File: src/rtl/otter_cu_fsm.sv
`default_nettype none
// ============================================================================
// Module   : otter_cu_fsm
// Purpose  : Multicycle control-unit state machine for the OTTER RV32I core.
//            Steps each instruction through fetch, execute and optional
//            writeback / interrupt-entry cycles, and drives every
//            state-dependent strobe (PC, register file, memories, CSR,
//            interrupt). Datapath mux selects come from the decoder.
// Ports    : CLK, RST (async, active-high)
//            INTR          - interrupt request, already CSR-gated
//            opcode, func3 - ir[6:0], ir[14:12]
//            PCWrite, regWrite, memWE2, memRDEN1, memRDEN2, reset,
//            csr_WE, int_taken, mret_exec - strobes (all default 0)
//            dbg_state     - current state code
// Revision : 1.0 - initial release
// ============================================================================
module otter_cu_fsm #(
  parameter int SYNC_INTR = 1
) (
  input  logic       CLK,
  input  logic       RST,
  input  logic       INTR,
  input  logic [6:0] opcode,
  input  logic [2:0] func3,
  output logic       PCWrite,
  output logic       regWrite,
  output logic       memWE2,
  output logic       memRDEN1,
  output logic       memRDEN2,
  output logic       reset,
  output logic       csr_WE,
  output logic       int_taken,
  output logic       mret_exec,
  output logic [2:0] dbg_state
);

  localparam logic [2:0] ST_INIT  = 3'd0;
  localparam logic [2:0] ST_FETCH = 3'd1;
  localparam logic [2:0] ST_EXEC  = 3'd2;
  localparam logic [2:0] ST_WB    = 3'd3;
  localparam logic [2:0] ST_INTR  = 3'd4;

  localparam logic [6:0] OP_LOAD   = 7'b0000011;
  localparam logic [6:0] OP_STORE  = 7'b0100011;
  localparam logic [6:0] OP_BRANCH = 7'b1100011;
  localparam logic [6:0] OP_IMM    = 7'b0010011;
  localparam logic [6:0] OP_RG3    = 7'b0110011;
  localparam logic [6:0] OP_LUI    = 7'b0110111;
  localparam logic [6:0] OP_AUIPC  = 7'b0010111;
  localparam logic [6:0] OP_JAL    = 7'b1101111;
  localparam logic [6:0] OP_JALR   = 7'b1100111;
  localparam logic [6:0] OP_SYSTEM = 7'b1110011;

  logic [2:0] state_q;
  logic [2:0] state_d;
  logic       intr_eff;

  // Effective interrupt: either a 2-flop synchronised copy or the raw input.
  generate
    if (SYNC_INTR != 0) begin : g_sync
      logic sync1_q;
      logic sync2_q;
      always_ff @(posedge CLK or posedge RST) begin
        if (RST) begin
          sync1_q <= 1'b0;
          sync2_q <= 1'b0;
        end else begin
          sync1_q <= INTR;
          sync2_q <= sync1_q;
        end
      end
      assign intr_eff = sync2_q;
    end else begin : g_nosync
      assign intr_eff = INTR;
    end
  endgenerate

  always_ff @(posedge CLK or posedge RST) begin
    if (RST) state_q <= ST_INIT;
    else     state_q <= state_d;
  end

  // Next state. The interrupt is only looked at on the last cycle of an
  // instruction (EXEC of a non-load, or WB); ST_INTR never re-checks it.
  always_comb begin
    state_d = ST_INIT;
    case (state_q)
      ST_INIT:  state_d = ST_FETCH;
      ST_FETCH: state_d = ST_EXEC;
      ST_EXEC: begin
        if (opcode == OP_LOAD) state_d = ST_WB;
        else if (intr_eff)     state_d = ST_INTR;
        else                   state_d = ST_FETCH;
      end
      ST_WB:    state_d = intr_eff ? ST_INTR : ST_FETCH;
      ST_INTR:  state_d = ST_FETCH;
      default:  state_d = ST_INIT;
    endcase
  end

  // Strobes. While RST is high the state is already ST_INIT, so the INIT
  // decode gives the required reset-time outputs with no extra gating.
  always_comb begin
    PCWrite   = 1'b0;
    regWrite  = 1'b0;
    memWE2    = 1'b0;
    memRDEN1  = 1'b0;
    memRDEN2  = 1'b0;
    reset     = 1'b0;
    csr_WE    = 1'b0;
    int_taken = 1'b0;
    mret_exec = 1'b0;
    case (state_q)
      ST_INIT:  reset    = 1'b1;
      ST_FETCH: memRDEN1 = 1'b1;
      ST_EXEC: begin
        case (opcode)
          OP_LOAD: memRDEN2 = 1'b1;  // PC advances in WB instead
          OP_STORE: begin
            memWE2  = 1'b1;
            PCWrite = 1'b1;
          end
          OP_IMM, OP_RG3, OP_LUI, OP_AUIPC, OP_JAL, OP_JALR: begin
            PCWrite  = 1'b1;
            regWrite = 1'b1;
          end
          OP_SYSTEM: begin
            PCWrite = 1'b1;
            case (func3)
              3'b000: mret_exec = 1'b1;
              3'b001, 3'b010, 3'b011: begin
                csr_WE   = 1'b1;
                regWrite = 1'b1;
              end
              default: ;
            endcase
          end
          // BRANCH and unknown opcodes only advance the PC
          OP_BRANCH: PCWrite = 1'b1;
          default:   PCWrite = 1'b1;
        endcase
      end
      ST_WB: begin
        regWrite = 1'b1;
        PCWrite  = 1'b1;
      end
      ST_INTR: begin
        int_taken = 1'b1;
        PCWrite   = 1'b1;
      end
      default: ;
    endcase
  end

  assign dbg_state = state_q;

endmodule
`default_nettype wire

File: config.mk
export PLATFORM = sky130hd
export DESIGN_NAME = otter_cu_fsm
export DESIGN_NICKNAME = d
export VERILOG_FILES = /design/src/rtl/otter_cu_fsm.sv
export SDC_FILE = /design/constraint.sdc
export NUM_CORES = 1
export LEC_CHECK = 0
export CORE_AREA = 2 2 39 41
export CTS_CLUSTER_SIZE = 20
export DETAILED_ROUTE_END_ITERATION = 6
export DIE_AREA = 0 0 41 43
export GPL_TIMING_DRIVEN = 0
export PLACE_DENSITY_LB_ADDON = 0.12
export SLEW_MARGIN = 20
export SYNTH_ARGS = -nofsm -noshare
export SYNTH_HDL_FRONTEND = slang
export SYNTH_SLANG_ARGS = --single-unit
File: constraint.sdc
create_clock -name CLK -period 3.9 [get_ports CLK]
set_input_delay 0.585 -clock CLK [delete_from_list [all_inputs] [get_ports CLK]]
set_output_delay 0.585 -clock CLK [all_outputs]
set_load 0.005 [all_outputs]
After elaboration in Yosys (flattened, before gate mapping):

Index checks and enable logic that the tools add are counted.

* bits in read-only memories: 0
* latch bits: 0
* bits in writable memories: 0
* register bits after elaboration: 5
* memories kept: 0

* shift-type cells: 0
* magnitude comparators: 0
* reductions and logical operators: 6
* add/sub/neg operators: 0
* $mul: 0
* multiplexer cells: 20
* equal/unequal tests: 16
* div/mod/pow operators: 0
* bitwise operators: 0

Operator list (count)
* equality test 7 x 6 -> 1 bit, second input constant: 3
* equality test 7 bit, second input constant: 3
* equality test 7 x 5 -> 1 bit, second input constant: 2
* two-way mux 1 bit: 14
* equality test 3 x 2 -> 1 bit, second input constant: 4
* case mux 3 bit (4 select lines): 1
* equality test 7 x 2 -> 1 bit, second input constant: 1
* equality test 3 x 1 -> 1 bit, second input constant: 2
* logical NOT 3 bit: 2
* two-way mux 3 bit: 2
* case mux 1 bit (2 select lines): 3
* OR reduction 6 bit: 1
* OR reduction 2 bit: 2
* equality test 3 bit, second input constant: 1
* OR reduction 3 bit: 1

Longest topological paths before layout:

* word-level depth: 5
* gate-level depth with buffers: 3
* gate-level depth less buffers: 3

Worst setup path before layout:

No wires, ideal clock.

* kind: input -> output
* from: input port opcode[6]
* to: output port PCWrite
* stages on the path: 3
* required time: 3315 ps
* slack: 1835 ps
* data arrival time: 1480 ps
* cell sequence: or3_4 > or3_4 > a21o_1

* cells in the longest elaborated chain, start to end: 3

Ends and longest elaborated chain
* start, declared: RTL line 23 `input logic [6:0] opcode,`
* equality test 7 x 2 -> 1 bit: RTL line 117 `case (opcode)`
* two-way mux 1 bit: RTL line 117
* case mux 1 bit (2 select lines): RTL line 113 `case (state_q)`
* end, declared: RTL line 25 `output logic PCWrite,`

No other way between the ends.

Worst setup path in the final report:

* from: input port opcode[2]
* to: output port regWrite

* cells in the longest elaborated chain, start to end: 4

Ends and longest elaborated chain
* equality test 7 x 5 -> 1 bit (tied with other cells): RTL line 117
* OR reduction 6 bit: RTL line 117
* case mux 1 bit (2 select lines) *: RTL line 117
* case mux 1 bit (2 select lines) *: RTL line 113
* end, declared: RTL line 26 `output logic regWrite,`

Every way passes the cells marked *; elsewhere a longest branch is shown, timed or not.

==> metrics.yaml <==
outcome:
  status: "complete, no violations"
critical_path:
  data_arrival_time_of_the_critical_path_ns: 2.49
  critical_path.n_buffers_inverters: 2
  critical_path.reg2reg.startpoint: "dbg_state[0]"
  crit_fanout: 5
  cpMostUsedCell: "clkdlybuf4s50_1"
  worst-setup-path-type: "in2out"
  worstSetupStartpointType: "input port"
  cp_data_required_time_ns: 3.31
  family_of_cells_with_the_greatest_summed_delay_on_the_critical_path: "simple AND/OR/NAND/NOR gates"
  critical_path.startpoint: "opcode[2]"
  crit_path_top_delay_cell: "or4b_1"
  setup.worst_path.end_class: "output port"
  critical_path.cell_chain: "clkdlybuf4s50_1 > nand4bb_1 > or4b_1 > nand3_1 > clkdlybuf4s50_1"
  cp_slowest_stage_delay_ns: 0.58
hold_path:
  timing.hold.worst.class: "reg2reg"
  hold_start: "g_sync.sync1_q"
floorplan:
  boundaryPins: 25
  initial_utilization_pct: 23.9
  die_w_um: 41
  rows: 14
  die_height_um: 43
  core_area_um2: 1380
  die_area_um2: 1760
grt:
  first_global_vias: 350
  grt_total_usage_pct: 10.8
  wire_length_of_the_first_global_routing_pass_mm: 1.30
  grt_antenna_before_repair: 0
  globalRouteOverflowTotal: 0
  grt_start_max_net_pins: 8
power:
  power_frac_comb_pct: 50.3
  reg_power_share_pct: 29.5
  switching_share_pct: 30.9
  max-vdd-ir-drop_mv: 0.195
  leakagePower_uw: 0.000251
  share_clk_of_total_power_pct: 20.1
  cell_internal_pwr_uw: 198
  netSwitchingPower_uw: 88.7
  cellPowerDensity_nw_per_um2: 465
sta:
  fin_ws_ns: 0.830
  setup_tns_ns: 0
  timing_hold_violations_final: 0
  timing.slew.headroom_pct: 76.3
  final_worst_path_period_share_pct: 78.7
  unrepaired_setup_endpoints_after_global_routing: "no"
  worst_pin_slew_ns: 0.352
  clock.fmax_ghz: 0.326
  final_critical_delay_including_setup_and_external_delays_ns: 3.07
  fin_worst_skew_ns: 0.00143
  slew_viol_final: 0
  setup-violations-final: 0
synth:
  synth_seq_area_share_pct: 37.9
  synth_commonest_cells: "5 x dfrtp_1, 4 x nor2_1, 3 x nand2_1"
  synthDistinctLibCells: 22
  yosys.area_share.adder_pct: 0
  post_synthesis_mux_area_share_pct: 0
  netlist.top_cell.by_area: "dfrtp_1"
  syn-mean-instance-area_um2: 9.18
  synth_flop_cell: "dfrtp_1"
  area_share_of_and_or_nand_nor_cells_after_synthesis_pct: 53.0
  yosys.cell_count.top_type: "dfrtp_1"
  yosys_warnings: 0
  synth_edf_count: 0
  synth_nets: 49
  combinational_family_with_the_most_area_after_synthesis: "simple AND/OR/NAND/NOR gates"
  synth-compound-area-share_pct: 6.82
  synth-seq-cells: 5
  mapped_cells: 36
  yosys-top-cells-area: "dfrtp_1 38%, or3_4 6.8%, nor2_1 4.5%, nor3b_1 4.5%, and4bb_1 3.8%"
  synth-xor-area-share_pct: 0
  synth_top_area_share_pct: 37.9
  synth-async-reset-ratio_pct: 100
  post_synth_instance_area_um2: 330
route:
  maxUsedRoutingLayer: "met3"
  drt-total-wl_um: 891
  route.layer.met1.wl_um: 376
  met3_wirelength_um: 71
  wl_per_cell_um: 11.1
  drt.antenna.violating_nets: 0
  average_via_count_per_standard_cell: 4.60
  post-route-drc-count: 0
  wl_met2_um: 443
  drt_first_pass_iters: 2
  drt-initial-drc-count: 2
  detailroute.via_count: 368
placement:
  detailed_place.area_um2: 591
  detailedPlace.worstSlack_ns: 0.810
  finalWeightedCongestion: 0.675
  port-buffer-count: 24
  place_hpwl_um: 715
cells_and_area:
  layout.filler_cells: 148
  final_layout_size_suffix_gt1_share_pct: 9.38
  postLayoutCellArea_um2: 617
  num_antenna_cells: 0
  multi_input_area_um2: 198
  final_nets: 78
  flow.area_growth_from_synthesis_pct: 86.7
  final_util_pct: 44.6
  ff_latch_area_um2: 125
clocking:
  clock-root-buffer: "clkbuf_4"
  clkLatencyLatePin_ns: 0.24
  cts_tree: "yes"
  clk_path_buf_depth: 2
  path_clk_slew_ns: 0.04
  cts.sink_count: 5
  post_cts_resize_count: 0
  clock_tree.htree_level_count: 1
  cts_inserted_buffers: 3
  holdBufCountCts: 0
  cts_post_setup_buffers_inserted: 0
job:
  timing.max_cap.violations: 0
sequential cells by signal, summed over array words and instances, names as in the netlist:
signal and count:
g_sync.sync2_q 1, g_sync.sync1_q 1, dbg_state 3
final timing paths:
kind | depth (start not counted) | slack, ns | to
max | 5 | 0.83 | regWrite
min | 0 | 0.35 | g_sync.sync2_q
max reg2reg | 3 | 2.44 | dbg_state[2]
min reg2reg | 0 | 0.35 | g_sync.sync2_q
max in group asynchronous | 2 | 3.20 | g_sync.sync1_q
min in group asynchronous | 2 | 0.54 | g_sync.sync2_q
through the flow:
| stage | total power (uW) | hold WS (ns) | cells |
|---|---|---|---|
| 5_1_grt | 311 | 0.344 | 80 |
| 3_5_place_dp | 233 | 0.340 | 76 |
| 2_1_floorplan | 140 | 0.331 | 36 |
| 6_report | 287 | 0.346 | 80 |
| 3_3_place_gp | 233 | 0.336 | 76 |
| 4_1_cts | 295 | 0.350 | 80 |
cell families after synthesis:
logic type,Yosys count
AND/OR/NAND/NOR,26
flip-flops,5
AO/OA/AOI/OAI,3
buffers and inverters,2
worst reg2reg max path, delay by kind of cell, from the launching register on:
family	cells	cell delay, ns
and+or+nand+nor	3	0.90
DFF	1	0.45
power groups by stage:
stage / clock network [uW] / registers, uW / logic [uW]
finish: 57.8 / 84.6 / 144
global route: 65.3 / 88.4 / 157
floorplan: 0 / 81.6 / 57.9
CTS: 61.6 / 85.6 / 147
global placement: 0 / 86.8 / 146
detailed placement: 0 / 86.4 / 147
area by class of cell:
cell class / instances / share of cell area, %
inverters: 2 / 1.22
clock buffers: 4 / 4.26
well taps: 16 / 3.25
repair buffers: 24 / 38.9
flip-flops and latches: 5 / 20.3
multi-input cells: 29 / 32.0
metal layers:
layer | vias to the layer above | GRT usage (%)
met5 | - | 0
met3 | 0 | 1.57
met1 | 165 | 10.9
li1 | 191 | -
met4 | 0 | 6.00
met2 | 12 | 19.4
cells in the final DEF, fill, tap and decap left out, drive strengths merged:
| cell | Yosys | final |
|---|---|---|
| a21o | 1 | 1 |
| nand3 | 1 | 1 |
| and4bb | 1 | 1 |
| or3b | 1 | 1 |
| nand2 | 3 | 3 |
| and3 | 1 | 1 |
| inv | 2 | 2 |
| nor3b | 2 | 2 |
| or3 | 2 | 2 |
| o2111ai | 1 | 1 |
| clkbuf | 0 | 4 |
| nor2 | 4 | 4 |
| or2 | 1 | 1 |
| nor4 | 2 | 2 |
| and4b | 1 | 1 |
| or4b | 1 | 1 |
| and2 | 1 | 1 |
| a31oi | 1 | 1 |
| nor2b | 1 | 1 |
| clkdlybuf4s50 | 0 | 24 |
| nand4bb | 1 | 1 |
| nor3 | 2 | 2 |
| dfrtp | 5 | 5 |
| nand2b | 1 | 1 |
No activity file was read; power rests on OpenSTA's default activity.
